<file path="config.mk">
export PLATFORM = sky130hd
export DESIGN_NAME = cell_ram_arbiter
export DESIGN_NICKNAME = d
export VERILOG_FILES = /design/src/rtl/cell_pkg.sv /design/src/rtl/cell_addr_calc.sv /design/src/rtl/cell_ram_arbiter.sv
export SDC_FILE = /design/constraint.sdc
export NUM_CORES = 1
export LEC_CHECK = 0
export CORE_MARGIN = 3
export CORE_UTILIZATION = 43
export CTS_CLUSTER_SIZE = 14
export DETAILED_ROUTE_END_ITERATION = 8
export MAX_ROUTING_LAYER = met4
export PLACE_DENSITY = 0.85
export SKIP_LAST_GASP = 1
export SLEW_MARGIN = 15
export SYNTH_ARGS = -nofsm -noshare
export SYNTH_HDL_FRONTEND = slang
export SYNTH_SLANG_ARGS = --single-unit
</file>
<file path="constraint.sdc">
create_clock -name vga_clk -period 7.8 [get_ports vga_clk]
set_input_delay 1.56 -clock vga_clk [delete_from_list [all_inputs] [get_ports vga_clk]]
set_output_delay 1.56 -clock vga_clk [all_outputs]
set_load 0.1 [all_outputs]
</file>
<file path="src/rtl/cell_pkg.sv">
// Shared constants, sequencer state encoding and the 640-wide cell address helper
// for the cell RAM arbiter.
package cell_pkg;

  localparam int unsigned H_CELLS = 640;
  localparam int unsigned V_CELLS = 480;
  localparam int unsigned ADDR_W  = 19;
  localparam int unsigned ROW_W   = 9;
  localparam int unsigned COL_W   = 10;
  localparam int unsigned GEN_W   = 16;

  typedef enum logic [1:0] {
    IDLE = 2'd0,
    ARM  = 2'd1,
    RUN  = 2'd2,
    DONE = 2'd3
  } state_e;

  // row*640 + col as two shifts and adds (640 = 512 + 128)
  function automatic logic [ADDR_W-1:0] cell_addr(input logic [ROW_W-1:0] row,
                                                 input logic [COL_W-1:0] col);
    cell_addr = (ADDR_W'(row) << 9) + (ADDR_W'(row) << 7) + ADDR_W'(col);
  endfunction

endpackage

</file>
<file path="src/rtl/cell_addr_calc.sv">
// Combinational row*H_CELLS+col; shift-add for the native 640-wide grid,
// a plain multiply for any other width.
module cell_addr_calc #(
  parameter int unsigned H_CELLS = cell_pkg::H_CELLS,
  parameter int unsigned ADDR_W  = cell_pkg::ADDR_W
) (
  input  logic [cell_pkg::ROW_W-1:0] row_i,
  input  logic [cell_pkg::COL_W-1:0] col_i,
  output logic [ADDR_W-1:0]          addr_o
);
  import cell_pkg::*;

  generate
    if (H_CELLS == 640 && ADDR_W == cell_pkg::ADDR_W) begin : g_shift
      assign addr_o = cell_addr(row_i, col_i);
    end else begin : g_mul
      assign addr_o = ADDR_W'(row_i) * ADDR_W'(H_CELLS) + ADDR_W'(col_i);
    end
  endgenerate

endmodule

</file>
<file path="src/rtl/cell_ram_arbiter.sv">
// Single-port cell RAM arbiter: display reads win every cycle, the automaton
// engine is served only while a generation runs; one generation per frame.
module cell_ram_arbiter #(
  parameter int unsigned H_CELLS = cell_pkg::H_CELLS,
  parameter int unsigned V_CELLS = cell_pkg::V_CELLS,
  parameter int unsigned ADDR_W  = cell_pkg::ADDR_W
) (
  input  logic                       vga_clk,
  input  logic                       clr,
  input  logic                       disp_req,
  input  logic [cell_pkg::ROW_W-1:0] disp_row,
  input  logic [cell_pkg::COL_W-1:0] disp_col,
  output logic                       disp_cell,
  output logic                       disp_valid,
  input  logic                       vsync,
  input  logic                       step_en,
  output logic                       gen_start,
  input  logic                       gen_done,
  input  logic                       eng_req,
  input  logic                       eng_we,
  input  logic [ADDR_W-1:0]          eng_addr,
  input  logic                       eng_wdata,
  output logic                       eng_gnt,
  output logic                       eng_rvalid,
  output logic                       eng_rdata,
  output logic [ADDR_W-1:0]          ram_addr,
  output logic                       ram_we,
  output logic                       ram_wdata,
  input  logic                       ram_rdata,
  output logic [cell_pkg::GEN_W-1:0] gen_count,
  output logic                       busy
);
  import cell_pkg::*;

  localparam int unsigned CELLS = H_CELLS * V_CELLS;

  state_e            state_q, state_d;
  logic              vsync_q;
  logic [GEN_W-1:0]  gen_count_q, gen_count_d;
  logic              disp_p1_q, disp_valid_q, disp_cell_q;
  logic              rd_p1_q, oor_p1_q, eng_rvalid_q, eng_rdata_q;
  logic [ADDR_W-1:0] disp_addr;
  logic              vsync_fall, in_range, run, gen_inc;

  cell_addr_calc #(
    .H_CELLS (H_CELLS),
    .ADDR_W  (ADDR_W)
  ) u_addr_calc (
    .row_i  (disp_row),
    .col_i  (disp_col),
    .addr_o (disp_addr)
  );

  assign vsync_fall  = vsync_q & ~vsync;
  assign in_range    = (32'(eng_addr) < CELLS);
  assign gen_count_d = gen_count_q + GEN_W'(gen_inc);

  // Sequencer state, frame-sync edge detector and generation counter
  always_ff @(posedge vga_clk) begin
    if (clr) begin
      state_q     <= IDLE;
      vsync_q     <= 1'b0;
      gen_count_q <= '0;
    end else begin
      state_q     <= state_d;
      vsync_q     <= vsync;
      gen_count_q <= gen_count_d;
    end
  end

  always_comb begin
    state_d = state_q;
    case (state_q)
      IDLE:    if (vsync_fall && step_en) state_d = ARM;
      ARM:     state_d = RUN;
      RUN:     if (gen_done) state_d = DONE;
      DONE:    state_d = IDLE;
      default: state_d = IDLE;
    endcase
  end

  always_comb begin
    gen_start = 1'b0;
    busy      = 1'b1;
    run       = 1'b0;
    gen_inc   = 1'b0;
    case (state_q)
      IDLE:    busy      = 1'b0;
      ARM:     gen_start = 1'b1;
      RUN:     run       = 1'b1;
      DONE:    gen_inc   = 1'b1;
      default: busy      = 1'b0;
    endcase
  end

  assign eng_gnt = eng_req & ~disp_req & run;

  // RAM port mux; out-of-range engine writes are granted but dropped
  always_comb begin
    ram_addr  = '0;
    ram_we    = 1'b0;
    ram_wdata = 1'b0;
    if (disp_req) begin
      ram_addr = disp_addr;
    end else if (eng_gnt) begin
      ram_addr  = eng_addr;
      ram_we    = eng_we & in_range;
      ram_wdata = eng_we & in_range & eng_wdata;
    end
  end

  // Two-stage read return: RAM latency plus an output register
  always_ff @(posedge vga_clk) begin
    if (clr) begin
      disp_p1_q    <= 1'b0;
      disp_valid_q <= 1'b0;
      disp_cell_q  <= 1'b0;
      rd_p1_q      <= 1'b0;
      oor_p1_q     <= 1'b0;
      eng_rvalid_q <= 1'b0;
      eng_rdata_q  <= 1'b0;
    end else begin
      disp_p1_q    <= disp_req;
      disp_valid_q <= disp_p1_q;
      disp_cell_q  <= disp_p1_q & ram_rdata;
      rd_p1_q      <= eng_gnt & ~eng_we;
      oor_p1_q     <= ~in_range;
      eng_rvalid_q <= rd_p1_q;
      eng_rdata_q  <= rd_p1_q & ~oor_p1_q & ram_rdata;
    end
  end

  assign disp_valid = disp_valid_q;
  assign disp_cell  = disp_cell_q;
  assign eng_rvalid = eng_rvalid_q;
  assign eng_rdata  = eng_rdata_q;
  assign gen_count  = gen_count_q;

endmodule

</file>
==> impl_results.md <==
* Die ar. at 0.00505 mm^2
* Final Hold Vio Count at 0
* Mean Syn Cell Area at 8.89 um^2
* Crit path buf inv count at 4
* Largest net degree at the start of global routing at 25
* GRT Total Usage at 20.0%
* CP peak stage delay at 0.96 ns
* Hold_sp: disp_p1_q$_SDFF_PP0_
* Largest register FFs at 16
* Crit path cell chain: clkdlybuf4s50_1, inv_1, fa_1, inv_1, fa_1, a21oi_1, o211ai_1, nand4_1, nand2_1, a32o_1, clkdlybuf4s50_1
* Cell Pwr Density at 187 mW/mm^2
* Asr flop ratio synth at 0%
* Final slew viol count at 0
* Via count at 1833
* Unrepaired setup endpoints after global routing: no
* Cells on worst reg2reg path at 7
* Post-CTS Setup Inserts at 0
* Die X at 71.1 um
* Critical path's top delay family: buffers and inverters
* Starting density of the core at 44.9%
* Setup Skew at 0.00182 ns
* CP required at 6.24 ns
* Mapped Cells at 205
* ANT nets after route at 0
* # fillers at 320
* Vias in the first global route at 1834
* Buffers added on ports at 91
* Root Driver: clkbuf_8
* Design Area, Final at 0.00281 mm^2
* Area share of the largest cell type after synthesis at 28.6%
* Total power draw at 0.526 mW
* Synth-to-Final Area Change at 54.3%
* Antenna violations before repair at 0
* Iter 0 DRT Violations at 111
* Aggregate routed wire length at 4880 um
* Clock slew at reported path FFs at 0.08 ns
* Hold WC Path Type: register to register
* Final-report setup violation count at 0
* CTS Buffer Depth at 2
* First-pass GRT wire length at 7990 um
* Post-Syn Nets at 279
* Worst Setup Start Kind: input port
* Post-layout nets at 370
* Worst-path maximum fanout at 3
* IO Pins at 92
* Critical path type: input port to primary output
* VDD IR max at 0.0907 mV
* Relative slew slack at 32.7%
* Synth warn at 0
* Final WS setup at 1.31 ns
* Leak at 1.16 nW
* Layout cells sized above 1 at 6.12%
* Inserted Clock Buffers at 3
* Grt total ovfl at 0
* CTS H-Tree Depth at 1
* Reg2reg end: gen_count[14]$_SDFF_PP0_
* Hold Path Cell Cnt at 1
* # diodes at 0
* R2r setup slk at 5.77 ns
* Top cells by instance count after synthesis: dfxtp_1 (26), ha_1 (24), a22o_1 (17), inv_1 (17), nor2_1 (16)
* Placed wire-length estimate at 4120 um
* Seq/Total Area, Yosys at 28.6%
* Tcrit/Tclk final at 83.2%
* Via density at 5.33
* Setup crit end kind: primary output
* CTS tree: done
* Yosys reg bits at 26
* Library cells used by synthesis at 41
* Resized Gates After CTS at 0
* Status: complete, no violations
* Placed cell areas at 0.00277 mm^2
* Clock Sinks at 26
* Count leader, synth: dfxtp_1
* Dominant synthesized flop cell: dfxtp_1
* Per-cell routed wire length at 14.2 um
* Worst skew pair latency at 0.26 ns
* Netlist Area Pre-Place at 0.00182 mm^2
* Hold Buf Count CTS at 0
* Max Freq at 154 MHz
* Post-synth top area cell: dfxtp_1
* Number of synthesized flops with an enable pin at 0
* Min Tclk post-route at 6.49 ns
* Slew at the pin with the worst max-slew slack at 1.01 ns
* Core Area at 0.00406 mm^2
* Data arrival time of the worst path at 4.93 ns
* TNS Setup at 0 ns
* Setup slack at placement at 1.32 ns
* DR DRC count at 0
* Slowest library cell on the worst path: clkdlybuf4s50_1
* GPL Wtd Cong at 0.840
* FP Rows at 23
* Hold Path Sink: disp_valid$_SDFF_PP0_
* Maxcap violations at 0
* Dominant cells by area after synthesis: dfxtp_1 (29%), ha_1 (16%), a22o_1 (8.2%)
* 1st-pass router iterations at 4
* Die Span Y at 71.1 um
* FF-to-FF Start: state_q[0]$_SDFFE_PP0P_
-- power breakdown --
group / internal, mW / leakage, nW / switching (mW)
Sequential: 0.138 / 0.211 / 0.00494
Clock: 0.0346 / 0.0216 / 0.0379
Combinational: 0.0959 / 0.928 / 0.215
Total: 0.269 / 1.16 / 0.258
-- placed cells by master (no fill, tap or decap), types with 2 or more instances in the layout --
| cell type | count |
|---|---|
| ha_1 | 24 |
| nor2b_1 | 7 |
| and2_1 | 3 |
| nor3_1 | 2 |
| nand4_2 | 2 |
| xor2_1 | 5 |
| xnor2_1 | 11 |
| nand4_1 | 2 |
| fa_1 | 2 |
| dfxtp_1 | 26 |
| nor2_1 | 16 |
| nand3_1 | 6 |
| a21oi_2 | 2 |
| nand2_1 | 8 |
| inv_1 | 17 |
| or3_1 | 5 |
| clkbuf_8 | 3 |
| and3_1 | 3 |
| buf_4 | 5 |
| o21ai_0 | 8 |
| clkdlybuf4s50_1 | 87 |
| a21oi_1 | 12 |
| a22o_1 | 17 |
| a31oi_1 | 2 |
-- worst max-delay path by stage --
| stage | depth (start not counted) | slack (ns) | end | from |
|---|---|---|---|---|
| finish | 11 | 1.31 | ram_addr[18] | disp_row[0] |
| global route | 11 | 1.12 | ram_addr[18] | disp_row[0] |
| floorplan | 9 | 1.76 | ram_addr[17] | disp_row[0] |
| detailed placement | 11 | 1.32 | ram_addr[18] | disp_row[0] |
| CTS | 11 | 1.30 | ram_addr[18] | disp_row[0] |
| global placement | 11 | 1.33 | ram_addr[18] | disp_row[0] |
-- per-stage QoR --
step	hold WS [ns]	instances	utilization (%)
2_1_floorplan	0.439	205	-
5_1_grt	0.484	344	69.3
6_report	0.460	344	69.3
4_1_cts	0.461	344	69.3
3_3_place_gp	0.447	341	68.3
3_5_place_dp	0.450	341	68.3
-- cell families after synthesis --
kind of cell	count (synthesis)	share of synthesized area (%)
multiplexers	1	0.549
AO/OA/AOI/OAI	52	21.4
buffers and inverters	23	4.74
flip-flops	26	28.6
adder cells (fa/ha/maj)	26	18.7
AND/OR/NAND/NOR	61	18.4
XOR/XNOR	16	7.69
-- routing by layer --
| layer | wire [um] | GRT usage (%) | vias to the layer above |
|---|---|---|---|
| met3 | 242 | 1.28 | 9 |
| met4 | 89 | 6.68 | 0 |
| met5 | 0 | - | - |
| li1 | - | - | 916 |
| met2 | 2570 | 36.7 | 59 |
| met1 | 1980 | 23.0 | 849 |
-- final cells by class --
type / count / area [um^2] / share of cell area (%)
Multi-Input combinational cell: 156 / 1210 / 43.2
Tap cell: 50 / 62.6 / 2.23
Clock buffer: 3 / 41.3 / 1.47
Timing Repair Buffer: 92 / 908 / 32.3
Sequential cell: 26 / 520 / 18.5
Inverter: 17 / 63.8 / 2.27
(Power assumes the default switching activity.)
